$ cat config.mk
export PLATFORM = sky130hd
export DESIGN_NAME = cv32e40p_obi_sram_bridge
export DESIGN_NICKNAME = d
export VERILOG_FILES = /design/src/rtl/cv32e40p_obi_sram_bridge.sv
export SDC_FILE = /design/constraint.sdc
export NUM_CORES = 1
export LEC_CHECK = 0
export BUFFER_PORTS_ARGS = -buffer_cell sky130_fd_sc_hd__buf_2
export CAP_MARGIN = 15
export CORE_AREA = 2 2 75 77
export CTS_BUF_LIST = sky130_fd_sc_hd__clkbuf_4 sky130_fd_sc_hd__clkbuf_8
export DETAILED_ROUTE_END_ITERATION = 12
export DIE_AREA = 0 0 77 79
export PLACE_DENSITY = 0.75
export SLEW_MARGIN = 30
export SYNTH_ARGS = -nofsm -noshare
export SYNTH_HDL_FRONTEND = slang
export SYNTH_SLANG_ARGS = --single-unit
$ cat constraint.sdc
create_clock -name clk_i -period 1.09 [get_ports clk_i]
set_input_delay 0.2725 -clock clk_i [delete_from_list [all_inputs] [get_ports clk_i]]
set_output_delay 0.2725 -clock clk_i [all_outputs]
set_load 0.02 [all_outputs]
$ cat src/rtl/cv32e40p_obi_sram_bridge.sv
// OBI slave to single-port synchronous SRAM bridge with configurable grant wait states.
// Define CV32E40P_OBI_BRIDGE_ERR_EN to answer out-of-range addresses with error responses.
module cv32e40p_obi_sram_bridge #(
  parameter logic [31:0] BASE_ADDR   = 32'h0000_0000,
  parameter int unsigned MEM_AW      = 14,
  parameter int unsigned WAIT_STATES = 0
) (
  input  logic              clk_i,
  input  logic              rst_i,
  input  logic              obi_req_i,
  output logic              obi_gnt_o,
  input  logic [31:0]       obi_addr_i,
  input  logic              obi_we_i,
  input  logic [3:0]        obi_be_i,
  input  logic [31:0]       obi_wdata_i,
  output logic              obi_rvalid_o,
  output logic [31:0]       obi_rdata_o,
  output logic              obi_err_o,
  output logic              mem_req_o,
  input  logic              mem_gnt_i,
  output logic              mem_we_o,
  output logic [MEM_AW-1:0] mem_addr_o,
  output logic [3:0]        mem_be_o,
  output logic [31:0]       mem_wdata_o,
  input  logic [31:0]       mem_rdata_i
);

  typedef enum logic [1:0] {
    S_IDLE  = 2'd0,
    S_WAIT  = 2'd1,
    S_READY = 2'd2
  } state_e;

  localparam logic [3:0] WS = WAIT_STATES[3:0];

`ifdef CV32E40P_OBI_BRIDGE_ERR_EN
  localparam logic ERR_EN = 1'b1;
`else
  localparam logic ERR_EN = 1'b0;
`endif

  // Offset lies inside the SRAM window when every bit above the byte range is clear.
  function automatic logic addr_in_range(input logic [31:0] off);
    logic [31:0] hi_mask;
    hi_mask = ~((32'd1 << (MEM_AW + 32'd2)) - 32'd1);
    return ((off & hi_mask) == 32'd0);
  endfunction

  state_e      state_q;
  logic [3:0]  cnt_q;
  logic        rsp_pending_q;
  logic        rsp_we_q;
  logic        rsp_err_q;

  logic [31:0] offset_s;
  logic        err_s;
  logic        ready_s;
  logic        gnt_s;
  logic        mem_req_s;

  assign offset_s = obi_addr_i - BASE_ADDR;
  assign err_s    = ERR_EN & ~addr_in_range(offset_s);
  // With no wait states the idle state is already eligible for grant.
  assign ready_s  = (WAIT_STATES == 0) || (state_q == S_READY);

  // Grant and SRAM strobe decode; erroring accesses bypass the SRAM entirely.
  always_comb begin
    gnt_s     = 1'b0;
    mem_req_s = 1'b0;
    if (rst_i) begin
      gnt_s     = 1'b0;
      mem_req_s = 1'b0;
    end else if (ready_s && obi_req_i) begin
      mem_req_s = ~err_s;
      gnt_s     = err_s | mem_gnt_i;
    end else begin
      gnt_s     = 1'b0;
      mem_req_s = 1'b0;
    end
  end

  // Wait-state FSM; the counter only restarts from IDLE, never on a withheld SRAM grant.
  always_ff @(posedge clk_i) begin
    if (rst_i) begin
      state_q <= S_IDLE;
      cnt_q   <= 4'd0;
    end else begin
      case (state_q)
        S_IDLE: begin
          if (obi_req_i && (WAIT_STATES != 0)) begin
            cnt_q   <= 4'd1;
            state_q <= (WS == 4'd1) ? S_READY : S_WAIT;
          end else begin
            cnt_q   <= 4'd0;
            state_q <= S_IDLE;
          end
        end
        S_WAIT: begin
          if (!obi_req_i) begin
            cnt_q   <= 4'd0;
            state_q <= S_IDLE;
          end else begin
            cnt_q   <= cnt_q + 4'd1;
            state_q <= ((cnt_q + 4'd1) == WS) ? S_READY : S_WAIT;
          end
        end
        S_READY: begin
          if (gnt_s) begin
            cnt_q   <= 4'd0;
            state_q <= S_IDLE;
          end else begin
            cnt_q   <= cnt_q;
            state_q <= S_READY;
          end
        end
        default: begin
          cnt_q   <= 4'd0;
          state_q <= S_IDLE;
        end
      endcase
    end
  end

  // Response tracker: one response slot, loaded on every grant.
  always_ff @(posedge clk_i) begin
    if (rst_i) begin
      rsp_pending_q <= 1'b0;
      rsp_we_q      <= 1'b0;
      rsp_err_q     <= 1'b0;
    end else begin
      rsp_pending_q <= gnt_s;
      rsp_we_q      <= gnt_s & obi_we_i;
      rsp_err_q     <= gnt_s & err_s;
    end
  end

  assign obi_gnt_o    = gnt_s;
  assign mem_req_o    = mem_req_s;
  assign mem_we_o     = obi_we_i;
  assign mem_be_o     = obi_be_i;
  assign mem_wdata_o  = obi_wdata_i;
  assign mem_addr_o   = offset_s[MEM_AW+1:2];

  // Reset masks the response in the same cycle so a discarded access never shows rvalid.
  assign obi_rvalid_o = rsp_pending_q & ~rst_i;
  assign obi_rdata_o  = (rsp_pending_q && !rsp_we_q && !rsp_err_q && !rst_i) ? mem_rdata_i : 32'd0;
`ifdef CV32E40P_OBI_BRIDGE_ERR_EN
  assign obi_err_o    = rsp_err_q & ~rst_i;
`else
  assign obi_err_o    = 1'b0;
`endif

endmodule

Yosys cells after proc, flatten, opt, wreduce, memory -nomap -nowiden --
Index checks and enable logic that the tools add are counted.
Storage, ports and cells: flip-flop bits (word level) 2, input port bits 105, output and inout bits 87, logic and storage cells 14
Operators by class: multiplexer cells 5, bitwise operators 3, reductions and logical operators 4
Operators by type and width (count):
- two-way mux 32 bit | 1
- two-way mux 1 bit | 4
- bitwise AND 1 bit | 2
- logical AND 1 bit | 2
- zero test 1 bit | 2
- inverter 1 bit | 1

Longest topological paths before layout --
Gate-level depths: netlist of the first run.
depth in word-level cells 4, depth in mapped cells 2

Worst setup path after synthesis of the first run --
No wires, ideal clock.
path kind flip-flop to output port, start point reg rsp_we_q, end point out obi_rdata_o[26], data arrival time 1.239 ns, data required time 0.817 ns, path slack -0.421 ns, cell stages (with the launch flop) 3, buffers on the path 1, cell sequence dfxtp_1 -> buf_2 -> nor4bb_1
Between the ends: cells in the longest elaborated chain, start to end 4
RTL lines:
- from (decl) | line 52 | logic rsp_we_q;
- from (signal assigned) | line 132 | rsp_we_q <= gnt_s & obi_we_i;
- zero test 1 bit | line 146 | assign obi_rdata_o = (rsp_pending_q && !rsp_we_q && !rsp_err_q && !rst_i) ? mem_rdata_i : 32'd0;
- logical AND 1 bit (2 in series) | line 146
- two-way mux 32 bit | line 146
- to (decl) | line 17 | output logic [31:0] obi_rdata_o,
Every way passes these cells.

Worst setup path in the final report of the first run --
start point reg rsp_we_q, end point out obi_rdata_o[17]
The elaborated chain is that of the path after synthesis.

==> reports/qor.csv, run 1 <==
metric;value;unit
met1_length;1.164;mm
ys_types;13;
setup_tns;-11.39;ns
rows;27;
timing.final.crit_share;134.8;%
fin_crit;1.469;ns
highest-signal-layer;met4;
grt_pass1_wl;4.540;mm
synthSimpleGateAreaFrac;52.76;%
dp_hpwl;2.101;mm
maxCapViolCount;0;
start_util;19.95;%
fin_ws;-0.3791;ns
cts-root-buf;clkbuf_8;
clk_pin_slew;0.03;ns
core_area;5338;µm²
synth_top_family_by_area;simple AND/OR/NAND/NOR gates;
diodes;0;
die_h;79;µm
final_util;29.56;%
cpPeakStageDelay;0.33;ns
drcViolationCount;0;
synthMuxAreaShare;0;%
drtAntennaViolNets;0;
syn_nets;206;
cts_made_buffers;3;
p_total;0.0007734;W
critical_path.slowest_cell;dfxtp_2;
crit_chain;buf_12, nor4bb_4, buf_4;
die_w;77;µm
synth_xor_area_share;0;%
wl_met2;1.417;mm
nets;233;
drive_gt1_share;96.03;%
wl_met3;311;µm
hp-class;input pin to flip-flop;
syn_inst;101;
path_class;flip-flop to primary output;
clock_path_buffers;2;
cp_num_buf_inv;2;
cp_data_arrival_time;1.20;ns
drtPass1Iterations;4;
critPathTopFamily;buffers and inverters;
setup_violations;34;
required;0.82;ns
synth_area_per_cell;10.54;µm²
port_buffers;72;
yosysTopAreaCellShare;36.66;%
synth_compound_area_share;0;%
cts.sinks;2;
first_iter_violations;11;
yosysTopAreaCell;buf_4;
ir_worst_vdd;0.4034;mV
cp_max_fo;17;
synth-seq-cells;2;
final_cell_mix;43 x buf_2, 28 x buf_4, 25 x nor4bb_4, 7 x and4bb_2, 5 x buf_6;
grt.overflow.total;0;
rsz0062_at_grt;yes;
holdWs;0.3215;ns
yosys_warnings;0;
end_kind;primary output;
critPathLaunchType;flip-flop;
totalWireLength;2.992;mm
viasPerCell;4.081;
grt_max_degree;20;
vias;808;
cts_hold_buf;0;
ys_seq_area_share;3.760;%
slew_viol_final;0;
status;complete, but fails checks;
fmax;0.6807;GHz
place_congestion;0.5781;
power_density;490.2;nW/µm²
mostFrequentLayoutCell;buf_2;
synth_area_leaders;buf_4 37%, nor4bb_2 23%, nor4bb_4 14%;
avgRoutedWirePerCell;15.11;µm
area_delta_synth_final;48.18;%
cts-htree-levels;1;
violations;setup timing;
antenna_found_initial;0;
cts_tree;done;
hold_viol;0;
ios;192;
total_leakage_power;0.6613;nW
grt_pass1_vias;815;
dieArea;6083;µm²
grt_use_total;9.597;%
synthAdderAreaFrac;0;%
syn_area;1065;µm²
## area by class of cell
cell class / count / area (µm²)
fillers: 561 / 3760
clock buffers: 3 / 41.29
multi-input cells: 38 / 764.5
well taps: 72 / 90.09
flip-flops and latches: 2 / 45.04
repair buffers: 83 / 636.9
## worst paths after layout
check,slack [ns],from,to,cells past startpoint
setup / recovery,-0.38,rsp_we_q,obi_rdata_o[17],3
hold / removal,0.32,mem_gnt_i,rsp_pending_q,2
## routing by layer
layer  track usage (%)  vias to the layer above
met1             11.05                      351
met4             6.429                        0
met3             2.955                       16
met2             15.35                       78
met5                 0                        -
li1                  -                      363
## cell families after synthesis
family                 after synthesis
flip-flops                           2
buffers and inverters               61
AND/OR/NAND/NOR                     37
other                                1
## where the power goes
group	total, W	switching [W]	internal, W
Clock	0.000292	0.0000585	0.000234
Combinational	0.000402	0.000161	0.000241
Sequential	0.0000794	0.00000420	0.0000752
## cell usage after synthesis
library cell and number:
and3b_1 2, and4b_1 1, and4bb_2 7, buf_2 4
buf_4 52, buf_6 3, clkbuf_4 2, conb_1 1
dfxtp_1 2, nor2b_1 2, nor4bb_1 4, nor4bb_2 15
nor4bb_4 6
## metrics by stage
stage	setup slack, ns	instance area, µm²	instances
6_report	-0.3791	1578	198
5_1_grt	-0.4416	1578	198
4_1_cts	-0.3852	1563	197
3_5_place_dp	-0.2843	1341	191
3_3_place_gp	-0.2688	1341	191
2_1_floorplan	-0.09611	1290	101
## flip-flops by register name (all words and copies together), names as in the netlist
| register | count |
|---|---|
| rsp_pending_q | 1 |
| rsp_we_q | 1 |
## timing repair
item,in CTS,in global routing
endpoints found under the setup margin,35,35
gates cloned,3,0
pin swaps,0,2
hold endpoints to repair,0,0
buffers inserted,0,1
gates resized for setup,42,2
Power figures use the tool's default switching activity.
==> inputs of run 2 (changes only) <==
--- a/config.mk
+++ b/config.mk
@@ -7,11 +7,12 @@
 export LEC_CHECK = 0
 export BUFFER_PORTS_ARGS = -buffer_cell sky130_fd_sc_hd__buf_2
 export CAP_MARGIN = 15
-export CORE_AREA = 2 2 75 77
+export CORE_AREA = 3 3 74 76
 export CTS_BUF_LIST = sky130_fd_sc_hd__clkbuf_4 sky130_fd_sc_hd__clkbuf_8
+export CTS_CLUSTER_SIZE = 12
 export DETAILED_ROUTE_END_ITERATION = 12
 export DIE_AREA = 0 0 77 79
-export PLACE_DENSITY = 0.75
+export PLACE_DENSITY = 0.78
 export SLEW_MARGIN = 30
 export SYNTH_ARGS = -nofsm -noshare
 export SYNTH_HDL_FRONTEND = slang
==> constraint.sdc (replaced) <==
create_clock -name clk_i -period 1.25 [get_ports clk_i]
set_input_delay 0.3125 -clock clk_i [delete_from_list [all_inputs] [get_ports clk_i]]
set_output_delay 0.3125 -clock clk_i [all_outputs]
set_load 0.02 [all_outputs]
==> run 2 against run 1 <==
Sequential power is 15% lower. Clock power is 9.2% lower. Global-route usage is 0.72 points lower. Hold slack better by 0.052 ns. The flow still finishes with violations (setup timing). Core utilization is 3.8 points higher. Non-clock buffer count is 1 higher. Combinational power is 14% lower.
==> reports/qor.csv, run 2 (same netlist as run 1, synthesis figures left out) <==
metric;value;unit;change
total_leakage_power;0.6582;nW;-0.46%
cts-htree-levels;1;;unchanged
core_area;4786;µm²;-10%
hold_start;mem_gnt_i;;
path_class;flip-flop to primary output;;
fin_ws;-0.2798;ns;+0.09933 ns
rows;25;;-7.4%
nets;234;;+0.43%
antenna_found_initial;0;;unchanged
area_delta_synth_final;49.82;%;
dieArea;6083;µm²;unchanged
top_usage_layer;met2;;
vias;809;;+0.12%
cts-root-buf;clkbuf_8;;
violations;setup timing;;
totalWireLength;2.914;mm;-2.6%
grtUsageMet3;2.154;%;-0.80 points
min_path_cells;2;;unchanged
die_w;77;µm;unchanged
status;complete, but fails checks;;
multi_input_area;755.7;µm²;-1.1%
critical_path.slowest_cell;dfxtp_4;;
crit_chain;buf_12, nor4bb_4, buf_4;;
hp-class;input pin to flip-flop;;
cpPeakStageDelay;0.36;ns;+0.03 ns
clockPowerShare;39.1;%;+1.3 points
grt.overflow.total;0;;unchanged
cp_data_arrival_time;1.22;ns;+0.02 ns
clock_path_buffers;2;;unchanged
ios;192;;unchanged
required;0.94;ns;+0.12 ns
start_util;22.25;%;+2.3 points
cp_max_fo;16;;-1
grt_max_degree;26;;+30%
drcViolationCount;0;;unchanged
die_h;79;µm;unchanged
grt_pass1_wl;4.312;mm;-5.0%
timing.final.crit_share;122.4;%;
cts_tree;done;;
fmax;0.6537;GHz;
setup_tns;-8.062;ns;+3.328 ns
p_int;0.0004750;W;-14%
dp_hpwl;2.101;mm;about the same
met1_usage;8.787;%;-2.3 points
rsz0062_at_grt;yes;;
grt_pass1_vias;851;;+4.4%
setup_violations;33;;-2.9%
reg.largest.list;rsp_pending_q (1), rsp_we_q (1);;
slew_viol_final;0;;unchanged
holdWs;0.3739;ns;+0.05233 ns
diodes;0;;unchanged
p_sw_share;29.83;%;+0.93 points
hold_viol;0;;unchanged
critPathLaunchType;flip-flop;;
nFillCells;489;;-13%
drtAntennaViolNets;0;;unchanged
clk_pin_slew;0.03;ns;about the same
fin_crit;1.530;ns;
drtPass1Iterations;3;;-1
grt_use_total;8.873;%;-0.72 points
end_kind;primary output;;
mostFrequentLayoutCell;buf_2;;
combPwrFrac;51.0;%;-1.0 points
final_cell_mix;38 x buf_2, 29 x buf_4, 24 x nor4bb_4, 9 x buf_6, 7 x and4bb_2;;
port_buffers;72;;unchanged
cts_hold_buf;0;;unchanged
place_congestion;0.5837;;+0.97%
seq_area;47.55;µm²;+5.6%
first_iter_violations;12;;+1
ir_worst_vdd;0.4548;mV;+13%
cts_made_buffers;3;;unchanged
avgRoutedWirePerCell;15.02;µm;-0.60%
p_sw;0.0002020;W;-9.7%
viasPerCell;4.170;;+2.2%
min_to;rsp_pending_q;;
maxCapViolCount;0;;unchanged
pwr-share-seq;9.9;%;-0.4 points
cts.sinks;2;;unchanged
met2_usage;16.90;%;+1.5 points
power_density;424.4;nW/µm²;-13%
drive_gt1_share;96.06;%;about the same
-- run 2: final cells by class --
| type | instances | share of cell area (%) |
|---|---|---|
| sequential | 2 | 2.980 |
| timing repair buffer | 84 | 41.80 |
| clock buffer | 3 | 2.588 |
| multi-input combinational | 38 | 47.37 |
| tap | 67 | 5.255 |
-- run 2: routing by layer --
layer	wire, µm	part of all wire, %	up-vias
met4	74	2.5	0
met1	924	32	365
li1	-	-	365
met5	0	0	-
met3	304	10	14
met2	1610	55	65
-- run 2: power by group through the flow --
stage / clock network [W] / registers, W / logic, W
global route: 0.000277 / 0.0000674 / 0.000368
detailed placement: 0 / 0.0000700 / 0.000290
global placement: 0 / 0.0000701 / 0.000283
floorplan: 0 / 0.0000690 / 0.000427
finish: 0.000265 / 0.0000671 / 0.000345
CTS: 0.000269 / 0.0000687 / 0.000339
-- run 2: repair_timing --
action	4_1_cts	5_1_grt
buffers inserted	2	0
pin swaps	2	3
cloned	3	0
endpoints found under the setup margin	35	35
resized for setup	42	17
-- run 2: how the worst max path moves through the flow --
stage	to	slack [ns]	start
floorplan	obi_rdata_o[7]	-0.11	rsp_we_q
global placement	obi_rdata_o[22]	-0.18	rst_i
detailed placement	obi_rdata_o[19]	-0.20	rst_i
CTS	obi_rdata_o[7]	-0.27	rsp_we_q
global route	obi_rdata_o[7]	-0.35	rsp_we_q
finish	obi_rdata_o[14]	-0.28	rsp_we_q
-- run 2: stage by stage --
step / cells / instance area (µm²) / util, % / setup WS (ns) / power (W)
floorplan: 101 / 1230 / - / -0.1122 / 0.0004964
global placement: 186 / 1306 / 27.29 / -0.1777 / 0.0003531
detailed placement: 186 / 1306 / 27.29 / -0.2039 / 0.0003600
CTS: 194 / 1533 / 32.03 / -0.2714 / 0.0006768
global route: 194 / 1595 / 33.33 / -0.3514 / 0.0007118
finish: 194 / 1595 / 33.33 / -0.2798 / 0.0006770
-- run 2: critical path, delay by kind of cell, from the launching register on --
family,cells,cell delay [ns]
buffers and inverters,2,0.34
DFF,1,0.36
and+or+nand+nor,1,0.28
==> inputs of run 3 (changes only) <==
--- a/config.mk
+++ b/config.mk
@@ -5,14 +5,14 @@
 export SDC_FILE = /design/constraint.sdc
 export NUM_CORES = 1
 export LEC_CHECK = 0
+export ABC_AREA = 1
 export BUFFER_PORTS_ARGS = -buffer_cell sky130_fd_sc_hd__buf_2
 export CAP_MARGIN = 15
-export CORE_AREA = 3 3 74 76
+export CORE_AREA = 3 3 73 75
 export CTS_BUF_LIST = sky130_fd_sc_hd__clkbuf_4 sky130_fd_sc_hd__clkbuf_8
-export CTS_CLUSTER_SIZE = 12
 export DETAILED_ROUTE_END_ITERATION = 12
-export DIE_AREA = 0 0 77 79
-export PLACE_DENSITY = 0.78
+export DIE_AREA = 0 0 76 78
+export PLACE_DENSITY = 0.73
 export SLEW_MARGIN = 30
 export SYNTH_ARGS = -nofsm -noshare
 export SYNTH_HDL_FRONTEND = slang
==> run 3 against run 2 <==
The run still ends with setup timing left. Via count is 8.5% lower. Wire length is 31% lower. Maximum frequency is 11% higher.
==> reports/qor.csv, run 3 <==
metric;value;unit;change
cp_num_buf_inv;2;;unchanged
cts-htree-levels;1;;unchanged
met1_length;536;µm;-42%
mostFrequentLayoutCell;buf_2;;
diodes;0;;unchanged
drcViolationCount;0;;unchanged
syn_nets;239;;+16%
first_iter_violations;14;;+2
required;0.94;ns;about the same
slew_viol_final;0;;unchanged
highest-signal-layer;met4;;
totalWireLength;2.013;mm;-31%
drtPass1Iterations;2;;-1
die_h;78;µm;-1.3%
ys_types;11;;-2
cp_max_fo;30;;+14
synthFlopType;dfxtp_1;;
wl_met3;309;µm;+1.6%
reg.largest.list;rsp_pending_q (1), rsp_we_q (1);;
dp_hpwl;1.511;mm;-28%
die_w;76;µm;-1.3%
total_leakage_power;0.6689;nW;+1.6%
cts_hold_buf;0;;unchanged
synth_edf_count;0;;unchanged
critPathLaunchType;flip-flop;;
violations;setup timing;;
grt_max_degree;31;;+19%
core_area;4723;µm²;-1.3%
setup_violations;32;;-3.0%
netlist_top_cells_count;52 x buf_4, 36 x inv_1, 32 x nor2_1;;
status;complete, but fails checks;;
drive_gt1_share;58.60;%;-37 points
setup_tns;-3.714;ns;+4.348 ns
ir_worst_vdd;0.5914;mV;+30%
fmax;0.7242;GHz;+11%
cts_tree;done;;
area_delta_synth_final;27.97;%;
grt.overflow.total;0;;unchanged
ios;192;;unchanged
synth_area_per_cell;5.808;µm²;-45%
synth_area_leaders;buf_4 50%, inv_1 17%, nor2_1 15%;;
nFillCells;530;;+8.4%
cp_data_arrival_time;1.07;ns;-0.15 ns
cts-root-buf;clkbuf_8;;
cts.sinks;2;;unchanged
place_congestion;0.6208;;+6.4%
post-cts-setup-buffers;0;;-2
wl_met2;1.037;mm;-36%
port_buffers;72;;unchanged
vias;740;;-8.5%
cts_made_buffers;3;;unchanged
clk_pin_slew;0.03;ns;about the same
async_reset_ff_share;0;%;unchanged
fin_crit;1.381;ns;-0.1490 ns
yosysTopAreaCell;buf_4;;
critPathTopFamily;flip-flops;;
rsz0062_at_grt;yes;;
synth-seq-cells;2;;unchanged
grt_pass1_vias;677;;-20%
ys_seq_area_share;5.145;%;+1.4 points
final_cell_mix;40 x buf_2, 35 x inv_1, 30 x buf_4, 26 x nor2_1, 8 x nor2_2;;
yosys_warnings;0;;unchanged
antenna_found_initial;0;;unchanged
hold_viol;0;;unchanged
clock_path_buffers;2;;unchanged
end_kind;primary output;;
maxCapViolCount;0;;unchanged
start_util;16.48;%;-5.8 points
path_class;flip-flop to primary output;;
fin_ws;-0.1308;ns;+0.1490 ns
syn_area;778.2;µm²;-27%
drtAntennaViolNets;0;;unchanged
timing.final.crit_share;110.5;%;-12 points
hp-class;input pin to flip-flop;;
dieArea;5928;µm²;-2.5%
cpPeakStageDelay;0.34;ns;-0.02 ns
critical_path.slowest_cell;dfxtp_2;;
yosysTopAreaCellShare;50.16;%;+13 points
rows;25;;unchanged
viasPerCell;3.304;;-21%
avgRoutedWirePerCell;8.987;µm;-40%
pre_cts_ws;-0.06438;ns;+0.1396 ns
grt_pass1_wl;2.994;mm;-31%
nets;264;;+13%
power_density;515.7;nW/µm²;+22%
crit_chain;nand3_4, buf_12, nor2_1, buf_4;;
grt_use_total;6.197;%;-2.7 points
syn_inst;134;;+33%
yosysMostFrequentCell;buf_4;;
==> run 3: cell families after synthesis <==
kind of cell | Yosys count | synth area share, %
buffers and inverters | 92 | 72.35
flip-flops | 2 | 5.145
other | 1 | 0.4819
AND/OR/NAND/NOR | 39 | 22.03
==> run 3: layer usage <==
layer | global-route usage, % | up-vias
li1 | - | 357
met1 | 4.768 | 297
met2 | 10.55 | 61
met3 | 3.248 | 25
met4 | 6.884 | 0
met5 | 0 | -
==> run 3: cell type report <==
class / instances / area, µm² / area share [%]
inverter: 37 / 138.9 / 13.94
clock buffer: 3 / 41.29 / 4.146
multi-input combinational: 40 / 200.2 / 20.10
sequential: 2 / 41.29 / 4.146
timing repair buffer: 75 / 490.5 / 49.25
tap: 67 / 83.83 / 8.417
==> run 3: tightest hold or removal path, stage by stage <==
cell    delay, ns
buf_2        0.11
inv_1        0.05
nor3_1       0.04
==> run 3: where the power goes <==
| group | total [W] | internal [W] | switching (W) |
|---|---|---|---|
| Combinational | 0.000180 | 0.0000860 | 0.0000939 |
| Clock | 0.000265 | 0.000205 | 0.0000608 |
| Sequential | 0.0000684 | 0.0000668 | 0.00000159 |
==> run 3: worst paths after layout <==
check | slack [ns] | from | to | cells after the start
hold / removal | 0.34 | obi_we_i | rsp_we_q | 3
setup / recovery | -0.13 | rsp_pending_q | obi_rdata_o[21] | 4
==> run 3: repair_timing <==
item	CTS	global route
endpoints found under the hold margin	0	0
resized for setup	38	8
endpoints found under the setup margin	32	32
==> run 3: metrics by stage <==
stage               power [W]  instance area (µm²)  util [%]  hold WS, ns  cells
global route        0.0005599                996.0     21.09       0.3599    224
detailed placement  0.0002325                833.3     17.64       0.5622    221
CTS                 0.0005220                970.9     20.56       0.3349    224
finish              0.0005137                996.0     21.09       0.3386    224
floorplan           0.0003866                778.2         -       0.3849    134
global placement    0.0002289                833.3     17.64       0.5580    221
